### config.mk
export PLATFORM = sky130hd
export DESIGN_NAME = kv_arbiter
export DESIGN_NICKNAME = d
export VERILOG_FILES = /design/src/rtl/kv_arbiter.sv
export SDC_FILE = /design/constraint.sdc
export NUM_CORES = 1
export LEC_CHECK = 0
export ABC_AREA = 1
export BUFFER_PORTS_ARGS = -buffer_cell sky130_fd_sc_hd__buf_2
export CAP_MARGIN = 15
export CELL_PAD_IN_SITES_DETAIL_PLACEMENT = 0
export CELL_PAD_IN_SITES_GLOBAL_PLACEMENT = 1
export CORE_MARGIN = 2
export CORE_UTILIZATION = 33
export DETAILED_ROUTE_END_ITERATION = 16
export HOLD_SLACK_MARGIN = 0.1
export PLACE_DENSITY = 0.94
export SYNTH_ARGS = -nofsm -noshare
export SYNTH_HDL_FRONTEND = slang
export SYNTH_SLANG_ARGS = --single-unit
### constraint.sdc
create_clock -name sys_clk -period 2.6 [get_ports sys_clk]
set_input_delay 0.26 -clock sys_clk [delete_from_list [all_inputs] [get_ports sys_clk]]
set_output_delay 0.26 -clock sys_clk [all_outputs]
set_load 0.005 [all_outputs]
### src/rtl/kv_arbiter.sv
// Two-requester round-robin arbiter/sequencer for the key/value store slave port.
// One command in flight at a time; a WAIT-state watchdog aborts and resets the slave.
module kv_arbiter #(
  parameter int unsigned TIMEOUT = 15
) (
  input  logic        sys_clk,
  input  logic        sys_rst,
  input  logic        req0_stb,
  input  logic        req0_we,
  input  logic [15:0] req0_adr,
  input  logic [15:0] req0_dat,
  input  logic [15:0] req0_key,
  output logic        req0_ack,
  output logic        req0_err,
  input  logic        req1_stb,
  input  logic        req1_we,
  input  logic [15:0] req1_adr,
  input  logic [15:0] req1_dat,
  input  logic [15:0] req1_key,
  output logic        req1_ack,
  output logic        req1_err,
  output logic [15:0] rsp_dat,
  output logic [1:0]  grant,
  output logic        m_cyc,
  output logic        m_stb,
  output logic        m_we,
  output logic [15:0] m_adr,
  output logic [15:0] m_dat,
  output logic [15:0] m_key,
  output logic        m_rst,
  input  logic        m_ack,
  input  logic [15:0] m_dat_i
);

  localparam logic [7:0] TimeoutCnt = 8'(TIMEOUT);

  typedef enum logic [1:0] {StIdle, StIssue, StWait, StResp} state_e;

  state_e      state_q, state_d;
  logic [1:0]  grant_q, grant_d;
  logic        last1_q, last1_d;
  logic        cmd_we_q, cmd_we_d;
  logic [15:0] cmd_adr_q, cmd_adr_d;
  logic [15:0] cmd_dat_q, cmd_dat_d;
  logic [15:0] cmd_key_q, cmd_key_d;
  logic [7:0]  cnt_q, cnt_d;
  logic [15:0] rsp_q, rsp_d;
  logic [1:0]  err_q, err_d;
  logic        mrst_q, mrst_d;
  logic        eff0, eff1, pick1;

  always_ff @(posedge sys_clk) begin
    if (sys_rst) begin
      state_q   <= StIdle;
      grant_q   <= 2'b00;
      last1_q   <= 1'b1;
      cmd_we_q  <= 1'b0;
      cmd_adr_q <= 16'h0;
      cmd_dat_q <= 16'h0;
      cmd_key_q <= 16'h0;
      cnt_q     <= 8'h0;
      rsp_q     <= 16'h0;
      err_q     <= 2'b00;
      mrst_q    <= 1'b0;
    end else begin
      state_q   <= state_d;
      grant_q   <= grant_d;
      last1_q   <= last1_d;
      cmd_we_q  <= cmd_we_d;
      cmd_adr_q <= cmd_adr_d;
      cmd_dat_q <= cmd_dat_d;
      cmd_key_q <= cmd_key_d;
      cnt_q     <= cnt_d;
      rsp_q     <= rsp_d;
      err_q     <= err_d;
      mrst_q    <= mrst_d;
    end
  end

  // A requester whose err is pulsing this cycle has not yet seen it, so its
  // still-high strobe is not a new command.
  assign eff0  = req0_stb & ~err_q[0];
  assign eff1  = req1_stb & ~err_q[1];
  assign pick1 = eff1 & (~eff0 | ~last1_q);

  always_comb begin
    state_d   = state_q;
    grant_d   = grant_q;
    last1_d   = last1_q;
    cmd_we_d  = cmd_we_q;
    cmd_adr_d = cmd_adr_q;
    cmd_dat_d = cmd_dat_q;
    cmd_key_d = cmd_key_q;
    cnt_d     = cnt_q;
    rsp_d     = rsp_q;
    err_d     = 2'b00;
    mrst_d    = 1'b0;
    unique case (state_q)
      StIdle: begin
        if (eff0 | eff1) begin
          cmd_we_d  = pick1 ? req1_we  : req0_we;
          cmd_adr_d = pick1 ? req1_adr : req0_adr;
          cmd_dat_d = pick1 ? req1_dat : req0_dat;
          cmd_key_d = pick1 ? req1_key : req0_key;
          grant_d   = pick1 ? 2'b10 : 2'b01;
          cnt_d     = 8'h0;
          state_d   = StIssue;
        end
      end
      StIssue: state_d = StWait;
      StWait: begin
        if (m_ack) begin
          rsp_d   = m_dat_i;
          state_d = StResp;
        end else if (cnt_q + 8'd1 == TimeoutCnt) begin
          err_d   = grant_q;
          mrst_d  = 1'b1;
          grant_d = 2'b00;
          state_d = StIdle;
        end else begin
          cnt_d = cnt_q + 8'd1;
        end
      end
      StResp: begin
        last1_d = grant_q[1];
        grant_d = 2'b00;
        state_d = StIdle;
      end
      default: state_d = StIdle;
    endcase
  end

  // Reads complete only when the slave sees cycle dropped, so cyc stays up in WAIT for writes only.
  assign m_stb    = (state_q == StIssue);
  assign m_cyc    = (state_q == StIssue) | ((state_q == StWait) & cmd_we_q);
  assign m_we     = cmd_we_q;
  assign m_adr    = cmd_adr_q;
  assign m_dat    = cmd_dat_q;
  assign m_key    = cmd_key_q;
  assign m_rst    = mrst_q;
  assign grant    = grant_q;
  assign rsp_dat  = rsp_q;
  assign req0_ack = (state_q == StResp) & grant_q[0];
  assign req1_ack = (state_q == StResp) & grant_q[1];
  assign req0_err = err_q[0];
  assign req1_err = err_q[1];

endmodule
Yosys cells after proc, flatten, opt, wreduce, memory -nomap -nowiden
Index checks and enable logic that the tools add are counted.
{ "op_classes": {"add_sub_neg": 1, "eq_ne": 9, "n_reduce_logical": 10, "n_mux": 17, "bitwise_logic": 15} }
{ "ops": {"columns": ["cell", "n"], "rows": [
  ["16-bit 2-to-1 mux", 3],
  ["8-bit 2-to-1 mux", 3],
  ["8-bit case mux with 2 select lines", 1],
  ["2-bit 2-to-1 mux", 6],
  ["8-bit by 1-bit adder with 8-bit output (second input constant)", 1],
  ["8-bit by 4-bit equality test with 1-bit output (second input constant)", 1],
  ["2-bit inequality test (second input constant)", 4],
  ["2-bit case mux with 4 select lines", 1],
  ["4-bit AND reduction", 2],
  ["1-bit AND", 6],
  ["1-bit NOT", 6],
  ["2-bit case mux with 3 select lines", 1],
  ["2-bit AND reduction", 3],
  ["2-bit equality test (second input constant)", 2],
  ["4-bit OR reduction", 1],
  ["3-bit inequality test (second input constant)", 1],
  ["1-bit bitwise OR", 3],
  ["3-bit nonzero test", 1],
  ["3-bit OR reduction", 1],
  ["2-bit by 1-bit equality test with 1-bit output (second input constant)", 1],
  ["2-bit zero test", 1],
  ["1-bit 2-to-1 mux", 2],
  ["2-bit nonzero test", 1]
]} }
{ "word_totals": {"elab_cells": 63, "regBits": 81, "inputBits": 119, "out_inout_bits": 74} }

Logic depth before layout (Yosys ltp)
{ "logic_depth": {"ltp_word": 8, "ltp_mapped": 11, "ltp_nobuf": 11} }

Worst setup path after synthesis
No wires, ideal clock.
{ "synth_timing": {"kind": "reg2reg", "from": "register cnt_q[1]", "to": "register cnt_q[2]", "required_time_ns": 2.488, "path_buffers": 0, "path_stages_with_launch": 11, "arrival_ns": 1.456, "setup_time_ns": 0.112, "path_slack_ns": 1.033, "synth_period_minus_slack_ns": 1.567, "path_cell_list": "dfxtp_1 -> ha_1 -> nand3_1 -> o21bai_1 -> nand2_1 -> nor2_4 -> nand4_4 -> nand2_2 -> inv_2 -> nor2_1 -> nor2_1"} }
{ "synth_between": {"elab_chain_len": 4, "word_cells_on_any_way": 7, "classes_between": "add/sub (1); eq/ne (2); mux (3); reduce/logical (1)"} }
{ "synth_lines": {"columns": ["element", "line", "source"], "rows": [
  ["start, declared", "46", "logic [7:0] cnt_q, cnt_d;"],
  ["start signal, assigned", "73", "cnt_q <= cnt_d;"],
  ["8-bit by 1-bit adder with 8-bit output (*)", "115, 121", null],
  ["8-bit by 4-bit equality test with 1-bit output / 8-bit 2-to-1 mux (equally long branches)", "115", "end else if (cnt_q + 8'd1 == TimeoutCnt) begin"],
  ["2-bit inequality test (no source line) / 8-bit 2-to-1 mux (equally long branches)", null, null],
  ["4-bit AND reduction (no source line) / 8-bit case mux with 2 select lines (equally long branches)", null, null]
]} }
Mark *: on every way between the ends. The rest lies on a longest branch, timed or not. The select of a mux whose other input is x is not followed.
A chain may end at the register's enable or synchronous reset.

Worst setup path after layout
{ "layout_timing": {"from": "register state_q[1]", "to": "register cnt_q[7]"} }
{ "layout_between": {"elab_chain_len": 3, "word_cells_on_any_way": 8, "classes_between": "eq/ne (4); mux (1); reduce/logical (3)"} }
{ "layout_lines": {"columns": ["element", "line", "source"], "rows": [
  ["start, declared", "39", "state_e state_q, state_d;"],
  ["start signal, assigned", "54", "state_q <= StIdle;"],
  ["start signal, assigned", "66", "state_q <= state_d;"],
  ["2-bit equality test / 2-bit zero test (equally long branches)", "98", "unique case (state_q)"],
  ["2-bit inequality test (no source line) / 2-bit nonzero test (equally long branches)", null, null],
  ["4-bit AND reduction (no source line)", null, null]
]} }
Parallel ways exist; a longest one is shown, timed or not.

==> flow_summary.json <==
{
  "vdd_drop_max_mv": 0.425,
  "crit_fanout": 27,
  "synth-simple-area-share": 0.328,
  "firstDrtPassIters": 5,
  "power_density_mw_per_mm2": 761,
  "clockRootBuffer": "clkbuf_16",
  "clock_sinks": 81,
  "postCtsHoldBufs": 0,
  "cts_setup_buffers": 0,
  "synth_fa_ha_area_frac": 0.00660,
  "via_per_inst": 4.81,
  "nNetsFinal": 843,
  "ff2ff_setup_slack_ps": 650,
  "cts_resized": 0,
  "synth_top_family_by_area": "simple AND/OR/NAND/NOR gates",
  "syn2layout_area_growth_pct": 37.4,
  "grt_usage": 0.179,
  "vias": 4188,
  "setup_slack_ps": 651,
  "synth_compound_area_frac": 0.134,
  "fmax_ghz": 0.513,
  "synth_cells": 542,
  "cts_buffers": 9,
  "worstPathRequired_ps": 2840,
  "synthXorXnorAreaFrac": 0,
  "ys.flop_type": "dfxtp_1",
  "place_area_mm2": 0.00489,
  "hold_ws_ps": 192,
  "yosysTopAreaCellShare": 0.428,
  "final.period_utilization": 0.750,
  "fp-row-count": 39,
  "crit_arrival_ps": 2190,
  "grt_setup_unrepaired": "no",
  "finalCriticalPeriod_ps": 1950,
  "wl_um": 11000,
  "grt_overflow": 0,
  "synth_area_leaders": "dfxtp_1 43%, nand2_1 15%, nand3_1 11%",
  "startpoint_type": "flop",
  "slew_violations": 0,
  "ios": 193,
  "dieHeight_um": 111,
  "synthesis.nets": 663,
  "die-width_um": 111,
  "dp_hpwl_um": 8070,
  "yosysSeqAreaShare": 0.428,
  "route.antenna.remaining_nets": 0,
  "synthTopCellsByCount": "154 x nand2_1, 85 x nand3_1, 81 x dfxtp_1",
  "synth_most_common_cell": "nand2_1",
  "start_util": 0.335,
  "setup_viol": 0,
  "syn-cell-area_mm2": 0.00379,
  "fin_setup_tns_ps": 0,
  "cts_max_level": 3,
  "final_cell_area_mm2": 0.00521,
  "diodes": 0,
  "async_flop_share": 0,
  "status": "finished clean",
  "drive_above_1_share": 0.337,
  "cts_tree": "done",
  "ys_types": 24,
  "drc_errors": 0,
  "final_util": 0.460,
  "dp_slack_ps": 681,
  "grt_max_degree": 51,
  "coreArea_mm2": 0.0113,
  "die-area_mm2": 0.0124,
  "cap_viol_max_count": 0,
  "tightest_slew_ps": 657,
  "cellLeakagePower_nw": 2.80,
  "post_drt_wl_per_cell_um": 12.6,
  "grt_pass1_vias": 4032,
  "insertion_delay_ps": 340,
  "postSynthAreaPerCell_um2": 6.99,
  "gp_congestion": 0.849,
  "hold_violations": 0,
  "clock_path_buffers": 2,
  "grt_pass1_wl_um": 18200,
  "ys_seq_elements": 81,
  "synth_largest_area_cell": "dfxtp_1",
  "muxShareOfSynthArea": 0,
  "detail_route.iter0.violations": 173,
  "antenna_found_initial": 0,
  "finalClockSkew_ps": 5.08,
  "end_kind": "flop",
  "yosysWarnings": 0,
  "crit_type": "reg -> reg",
  "min_path_type": "in -> reg",
  "io_buffer_count": 192,
  "synth_edf_count": 0,
  "cts.clk_slew.worst_paths_ps": 60,
  "maxSlewHeadroom": 0.561
}
==> worst max-delay path, cell delays in order (launching register included) <==
cell and delay, ps:
dfxtp_1 450, inv_2 130, nor2_8 340, nand2_2 300
nand2_1 190, nor2_2 100, nand2_2 140, inv_2 70
nor2_1 90, nor2_1 50
==> per-layer routing <==
layer	GRT usage	wire [µm]	part of all wire	vias to the layer above
li1	-	-	-	2123
met1	0.202	4570	0.42	1895
met2	0.307	5290	0.48	148
met3	0.0596	783	0.071	22
met4	0.0823	310	0.028	0
met5	0	0	0	-
==> per-stage QoR <==
stage,power [mW],instances
after floorplan,2.19,542
after global placement,2.61,854
after detailed placement,2.63,854
after CTS,4.01,870
after global routing,4.23,870
final,3.96,870
==> area by class of cell <==
type	count	area (µm²)
Fill cell	1141	6110
Multi-Input combinational cell	359	1780
Sequential cell	81	1620
Timing Repair Buffer	203	1060
Inverter	68	255
Clock buffer	9	225
Tap cell	143	179
Clock inverter	7	95.1
==> cell usage in the layout (no fill, tap or decap), drive strengths merged <==
cell type / count
clkbuf: 9
nor2: 34
o211ai: 49
o21ai: 4
o22ai: 1
a21oi: 21
nand2: 156
buf: 203
bufinv: 2
clkinvlp: 1
inv: 68
clkinv: 4
ha: 2
nor3: 4
dfxtp: 81
o21bai: 1
nand3: 85
nand4: 2
==> registers in the layout, indices dropped and copies added (netlist names) <==
register,flops
cnt_q,8
err_q,2
grant,2
last1_q,1
m_adr,16
m_dat,16
m_key,16
m_rst,1
m_we,1
rsp_dat,16
state_q,2
==> path summary, 6_finish.rpt <==
kind,cells past startpoint,end,from
setup / recovery,9,cnt_q[7],state_q[1]
hold / removal,3,rsp_dat[1],m_dat_i[1]
setup reg to reg,9,cnt_q[7],state_q[1]
hold reg to reg,2,rsp_dat[15],rsp_dat[15]
==> power breakdown <==
group | internal, mW | switching (mW) | leakage [nW]
Combinational | 0.445 | 0.587 | 1.98
Sequential | 1.44 | 0.133 | 0.668
Clock | 0.840 | 0.521 | 0.155
==> cell families (layout without fill, tap and decap cells) <==
logic type / Yosys count / after routing
and+or+nand+nor: 281 / 281
buffers and inverters: 102 / 287
DFF: 81 / 81
AOI/OAI and AO/OA: 76 / 76
adders and majority gates: 2 / 2
(Power assumes the default switching activity.)
